--- src/rtl/sum_ctrl.sv ---
// sum_ctrl: sequences paired reads from two FIFOs into a registered adder and
// hands each sum to a consumer with a valid/ready handshake. A pass produces
// col sums indexed 0..col-1. Moore outputs are decoded from the registered
// state and index only.
module sum_ctrl #(
  parameter int col    = 8,
  parameter int cnt_bw = 8
) (
  input  logic              clk,
  input  logic              reset,
  input  logic              start,
  input  logic              fifo1_empty,
  input  logic              fifo2_empty,
  output logic              fifo1_rd,
  output logic              fifo2_rd,
  output logic              add_inst,
  output logic              sum_valid,
  input  logic              sum_ready,
  output logic [cnt_bw-1:0] sum_idx,
  output logic              busy,
  output logic              done
);

  typedef enum logic [2:0] {
    S_IDLE = 3'd0,
    S_WAIT = 3'd1,
    S_READ = 3'd2,
    S_ADD  = 3'd3,
    S_HOLD = 3'd4
  } state_e;

  // Index of the final sum in a pass.
  localparam logic [cnt_bw-1:0] last_idx = cnt_bw'(col - 1);

  state_e              state_q, state_d;
  logic [cnt_bw-1:0]   sum_idx_q, sum_idx_d;
  logic                done_q, done_d;

  // Next-state and next-index decision; emptiness only matters in WAIT and
  // start only in IDLE, so both are ignored everywhere else.
  always_comb begin
    // NOTE: every variable assigned here gets a default first so that no path
    // leaves it unassigned, which would otherwise infer a latch.
    state_d   = state_q;
    sum_idx_d = sum_idx_q;
    done_d    = 1'b0;
    unique case (state_q)
      S_IDLE: begin
        if (start) begin
          state_d   = S_WAIT;
          sum_idx_d = '0;
        end
      end
      S_WAIT: begin
        if (!fifo1_empty && !fifo2_empty) begin
          state_d = S_READ;
        end
      end
      S_READ: state_d = S_ADD;
      S_ADD:  state_d = S_HOLD;
      S_HOLD: begin
        if (sum_ready) begin
          if (sum_idx_q == last_idx) begin
            // Last sum accepted: the index is held and done pulses once.
            state_d = S_IDLE;
            done_d  = 1'b1;
          end else begin
            state_d   = S_WAIT;
            sum_idx_d = sum_idx_q + cnt_bw'(1);
          end
        end
      end
      default: state_d = S_IDLE;
    endcase
  end

  // State, index and done-pulse registers with synchronous reset priority.
  always_ff @(posedge clk) begin
    // NOTE: state is updated with non-blocking assignments so every flop
    // samples pre-edge values, independent of statement order.
    if (reset) begin
      state_q   <= S_IDLE;
      sum_idx_q <= '0;
      done_q    <= 1'b0;
    end else begin
      state_q   <= state_d;
      sum_idx_q <= sum_idx_d;
      done_q    <= done_d;
    end
  end

  // Moore output decode from registered state only.
  always_comb begin
    fifo1_rd  = (state_q == S_READ);
    fifo2_rd  = (state_q == S_READ);
    add_inst  = (state_q == S_ADD);
    sum_valid = (state_q == S_HOLD);
    busy      = (state_q != S_IDLE);
    done      = done_q;
    sum_idx   = sum_idx_q;
  end

endmodule
--- config.mk ---
export PLATFORM = sky130hd
export DESIGN_NAME = sum_ctrl
export DESIGN_NICKNAME = d
export VERILOG_FILES = /design/src/rtl/sum_ctrl.sv
export SDC_FILE = /design/constraint.sdc
export NUM_CORES = 1
export LEC_CHECK = 0
export CELL_PAD_IN_SITES_DETAIL_PLACEMENT = 1
export CELL_PAD_IN_SITES_GLOBAL_PLACEMENT = 1
export CORE_MARGIN = 2
export CORE_UTILIZATION = 29
export CTS_BUF_LIST = sky130_fd_sc_hd__clkbuf_16
export CTS_CLUSTER_SIZE = 25
export DETAILED_ROUTE_END_ITERATION = 8
export PLACE_DENSITY = 0.7
export SLEW_MARGIN = 30
export SYNTH_ARGS = -nofsm -noshare
export SYNTH_HDL_FRONTEND = slang
export SYNTH_SLANG_ARGS = --single-unit
export TNS_END_PERCENT = 1
--- constraint.sdc ---
create_clock -name clk -period 1.7 [get_ports clk]
set_clock_uncertainty 0.1 [all_clocks]
set_input_delay 0.255 -clock clk [delete_from_list [all_inputs] [get_ports clk]]
set_output_delay 0.255 -clock clk [all_outputs]
set_load 0.01 [all_outputs]
# Word-level counts from Yosys, hierarchy flattened
# Cells that the tools add are included.
[word_totals]
ram_bits = 0
romBits = 0
latch_bits = 0
in_bits = 6
mem_count = 0
output_inout_bits = 14
regBits = 12
[op_classes]
div_mod_pow = 0
bitwise_logic = 2
n_mul = 0
n_eq_ne = 9
addsub = 1
n_shift = 0
reduce_logical = 9
n_lt_le_gt_ge = 0
muxes = 10
[op_table]
columns = ["operator", "n"]
rows = [
  ["2-to-1 mux 8 bit", 3],
  ["one-hot mux 8 bit (2 select lines)", 1],
  ["one-hot mux 3 bit (5 select lines)", 1],
  ["2-to-1 mux 3 bit", 3],
  ["adder 8 x 1 -> 8 bit, second input constant", 1],
  ["== test 8 x 3 -> 1 bit, second input constant", 1],
  ["== test 3 x 2 -> 1 bit, second input constant", 2],
  ["!= test 2 bit, second input constant", 3],
  ["AND reduction 4 bit", 1],
  ["== test 3 x 1 -> 1 bit, second input constant", 1],
  ["== test 3 bit, second input constant", 1],
  ["zero test 3 bit", 1],
  ["AND reduction 3 bit", 1],
  ["nonzero test 3 bit", 1],
  ["OR reduction 3 bit", 1],
  ["zero test 1 bit", 2],
  ["2-to-1 mux 1 bit", 2],
  ["!= test 2 x 1 -> 1 bit, second input constant", 1],
  ["inverter 1 bit", 2],
  ["nonzero test 2 bit", 1],
  ["logical AND 1 bit", 1],
]

# Logic depth before layout (Yosys ltp)
[logic_depth]
depth_word = 4
depth_mapped = 5
mapped_depth_nobuf = 5

# Least setup slack after synthesis
# Ideal clock, no wire load.
[synth_timing]
path_kind = "register to register"
from = "register sum_idx_q[0] (netlist: sum_idx[0])"
to = "register sum_idx_q[4] (netlist: sum_idx[4])"
path_buffers = 0
synth_period_minus_slack_ns = 1.793
t_required_ns = 1.530
setup_slack_ns = -0.093
path_stages_with_launch = 6
arrival_time_ns = 1.623
cell_sequence = "dfxtp_1 > ha_1 > and4bb_2 > and3_1 > or4_1 > a21oi_1"
[synth_via]
elab_chain_cells = 4
elab_cells_between_ends = 7
classes_between = "1 x add/sub; 2 x eq/ne; 3 x mux; 1 x reduce/logical"
[synth_rtl]
columns = ["item", "line", "source"]
rows = [
  ["start: declaration", "36", "logic [cnt_bw-1:0] sum_idx_q, sum_idx_d;"],
  ["start signal: assignment", "87", "sum_idx_q <= sum_idx_d;"],
  ["adder 8 x 1 -> 8 bit", "69", "sum_idx_d = sum_idx_q + cnt_bw'(1);"],
  ["2-to-1 mux 8 bit", "63", "if (sum_idx_q == last_idx) begin"],
  ["2-to-1 mux 8 bit", "62", "if (sum_ready) begin"],
  ["one-hot mux 8 bit (2 select lines)", "47", "unique case (state_q)"],
]
# Several ways; a longest one is shown, not always the timed one. The select of a mux whose other input is x is not followed.
# A chain may end at the register's enable or synchronous reset.

# Final worst setup path
[layout_timing]
from = "register state_q[1]"
to = "register sum_idx_q[6] (netlist: sum_idx[6])"
[layout_via]
elab_chain_cells = 3
elab_cells_between_ends = 8
classes_between = "4 x eq/ne; 1 x mux; 3 x reduce/logical"
[layout_rtl]
columns = ["item", "line", "source"]
rows = [
  ["start: declaration", "35", "state_e state_q, state_d;"],
  ["start signal: assignment", "86", "state_q <= state_d;"],
  ["== test 3 bit / zero test 3 bit (equally long branches)", "47", ""],
  ["!= test 2 bit (no source line) (tied with other cells)", "-", ""],
  ["AND reduction 4 bit (no source line)", "-", ""],
]
# Several ways; a longest one is shown, not always the timed one.

==> summary.txt <==
Layout
  • Final net count: 133
  • FILL cells: 280
  • Layout cells sized above 1: 39.2%
  • Diode count: 0
  • Area grow syn2layout: 82.4%

Logic synthesis
  • Ys Warns: 0
  • Post-synthesis mux area share: under 10%
  • Cell with the most instances after synthesis: dfxtp_1
  • Largest cells by area after synthesis: dfxtp_1, a21oi_1, nand3_1
  • Post-Synth XOR/XNOR Area: 0%
  • Compound-Gate Fraction of Synth Area: around a quarter
  • Synth Instances: 77
  • Synth Flop Type: dfxtp_1
  • FFs w/ async S/R, synth: 0%
  • Syn avg cell area: 8.51 µm²
  • Post-synthesis sequential area ratio: 36.6%
  • Number of enable flip-flop cells after synthesis: 0
  • Area share of the largest cell type after synthesis: between 30% and 40%
  • Synth Area in Adders: 1.91%
  • Post-Syn Area: roughly 660 µm²
  • Synth cell count leaders: dfxtp_1, a21oi_1, nand3_1
  • Yosys cell types: 30
  • Largest family of logic cells by synthesized area: simple AND/OR/NAND/NOR gates
  • Syn Nets: between 80 and 90
  • Simple-Gate Fraction of Synth Area: 31.1%
  • Area leader, netlist: dfxtp_1
  • Yosys reg bits: 12

Floorplan
  • Initial Util: 30.2%
  • Die height: around 50 µm
  • CORE AREA: ~0.0022 mm²
  • Row Count: 17
  • Die X: 51.5 µm
  • Top Ports: 20
  • Die area: around 0.0027 mm²

Clock tree
  • Clk_lat worst skew: approximately 0.24 ns
  • CTS Hold Bufs: 0
  • CTS H-Tree Depth: 1
  • Sink Count: 12
  • CTS tree: yes
  • Maximum clock insertion buffer count: 2
  • Clk Tree Root Cell: clkbuf_16
  • Clock-pin slew on the worst setup and hold paths: 0.05 ns
  • Inserted Clock Buffers: 3

Min path
  • Hold_sp: reset
  • Worst Hold Depth: 3
  • Worst Hold Class: in -> reg
  • Worst hold endpoint: sum_idx[4]

Worst setup path
  • CP startpoint: state_q[1]
  • CP Class: reg -> reg
  • Worst r2r src: state_q[1]
  • Critical Path AT: about 1.8 ns
  • CP Max Fanout: 4
  • RR Endpoint: sum_idx[6]
  • R2R depth: 4
  • R2R setup slack: -0.03 ns
  • CP Launch Type: flip-flop
  • Crit end category: flip-flop
  • Critical path required time: 1.76 ns

Timing
  • Final period util: 102%
  • Final setup vio count: 1
  • Hold Vio Cnt, Final: 0
  • Total negative slack: -0.0331 ns
  • Max_slew headroom: 82.4%
  • Min cycle time layout: around 1.7 ns
  • Worst-margin pin slew: approximately 0.26 ns
  • Max frequency: slightly below 600 MHz
  • Slew Limit Fails: 0
  • RSZ-0062 raised after global routing: true
  • Worst setup margin: -0.0331 ns

Power and ir drop
  • Power density over the cells: ~690 mW/mm²
  • Peak VDD IR: 509 µV
  • Comb power frac: between 10% and 20%
  • P_int: 645 µW
  • Clock power share: roughly 54%
  • Sequential power share: a little over a third
  • Switching power: approximately 180 µW
  • Sw Ratio: ~22%
  • P_leak: about 0.00048 µW
  • Tot Pwr: between 800 and 900 µW

Routing
  • WL per Instance: 16.5 µm
  • TritonRoute pass-1 iters: 4
  • Post-Route WL: approximately 2500 µm
  • Remaining DRCs: 0
  • Routed vias/inst: approximately 5.4
  • Via count: around 830
  • Detailed Route Iter0 Violations: 11
  • Number of routed nets with antenna violations: 0

Placement
  • PortBufs: 19
  • Final Wtd Congestion: between 0.7 and 0.8
  • Hpwl dp: about 1800 µm

GRT
  • First-pass GRT wire length: ~4200 µm
  • Vias in the first global route: 882
  • Total grt overflow: 0
  • All-Layer GR Usage: roughly 22%
  • Pin count of the biggest net entering global routing: 8
  • Initial antenna violation count: 0

Outcome
  • Failing checks: setup timing
  • Status: complete, but fails checks

Flow run
  • Max-Cap Viols: 0
==> power groups by stage <==
stage	clock, µW	sequential, µW	combinational [µW]
after floorplan	0	296	29.3
after global routing	461	290	98.9
after detailed placement	0	297	88.7
after CTS	453	293	87.5
after global placement	0	297	86.3
final	445	289	91.0
==> per-stage QoR <==
stage	std cells	instance area (µm²)	setup slack [ns]	hold slack (ns)	util, %
detailed placement	147	1070	-0.273	0.397	49.5
CTS	151	1160	-0.0642	0.463	53.5
global route	153	1200	-0.0785	0.317	55.1
global placement	147	1070	-0.265	0.381	49.5
finish	153	1200	-0.0331	0.279	55.1
floorplan	77	676	0.00739	0.217	-
==> layout by cell type, fill, tap and decap left out, types with 4 or more instances in the layout <==
cell,count
nand2_1,4
o21ai_0,4
dlygate4sd2_1,4
clkdlybuf4s50_1,13
buf_4,27
a21oi_1,7
nand3_1,6
a31oi_1,4
dfxtp_1,7
==> cell type report <==
| cell class | instances | area (µm²) | share of cell area (%) |
|---|---|---|---|
| inverter | 3 | 11.3 | 0.941 |
| timing repair buffer | 46 | 385 | 32.2 |
| tap | 28 | 35.0 | 2.93 |
| sequential | 12 | 251 | 21.0 |
| clock buffer | 3 | 75.1 | 6.28 |
| multi-input combinational | 60 | 434 | 36.3 |
| clock inverter | 1 | 3.75 | 0.314 |
==> worst max-delay path, stage by stage, from the launching register on <==
cell and delay [ns]:
dfxtp_4 0.34, or4b_4 0.56, a211oi_4 0.31, a41oi_2 0.14, a31oi_1 0.19
==> logic make-up after synthesis <==
group                      after synthesis
adders and majority gates                1
buffers and inverters                    5
AOI/OAI and AO/OA                       23
muxes                                    2
and+or+nand+nor                         34
DFF                                     12
==> per-layer routing <==
| layer | vias to the layer above | part of all wire (%) | wire length (µm) | global-route usage (%) |
|---|---|---|---|---|
| met5 | - | 0 | 0 | 0 |
| met4 | 0 | 2.4 | 60 | 7.89 |
| met3 | 6 | 3.8 | 97 | 4.02 |
| met2 | 19 | 49 | 1240 | 37.0 |
| met1 | 415 | 45 | 1130 | 26.7 |
| li1 | 392 | - | - | - |
==> sequential cells by signal (all words and copies together), names as in the netlist <==
signal / cells
sum_idx: 8
done: 1
state_q: 3
==> what timing repair did <==
| action | CTS | global route |
|---|---|---|
| gates cloned | 0 | 0 |
| setup buffers | 0 | 2 |
| endpoints found under the hold margin | 0 | 0 |
| setup endpoints to repair | 9 | 8 |
| pin swaps | 2 | 4 |
| gates resized for setup | 11 | 8 |
==> worst max-delay path by stage <==
| stage | depth (start not counted) | slack [ns] | endpoint |
|---|---|---|---|
| after floorplan | 5 | 0.007 | sum_idx[4] |
| after global routing | 4 | -0.08 | sum_idx[6] |
| after detailed placement | 5 | -0.27 | sum_idx[6] |
| final | 4 | -0.03 | sum_idx[6] |
| after global placement | 5 | -0.26 | sum_idx[3] |
| after CTS | 5 | -0.06 | sum_idx[6] |
Note: power is estimated with default switching activity, not from simulation.
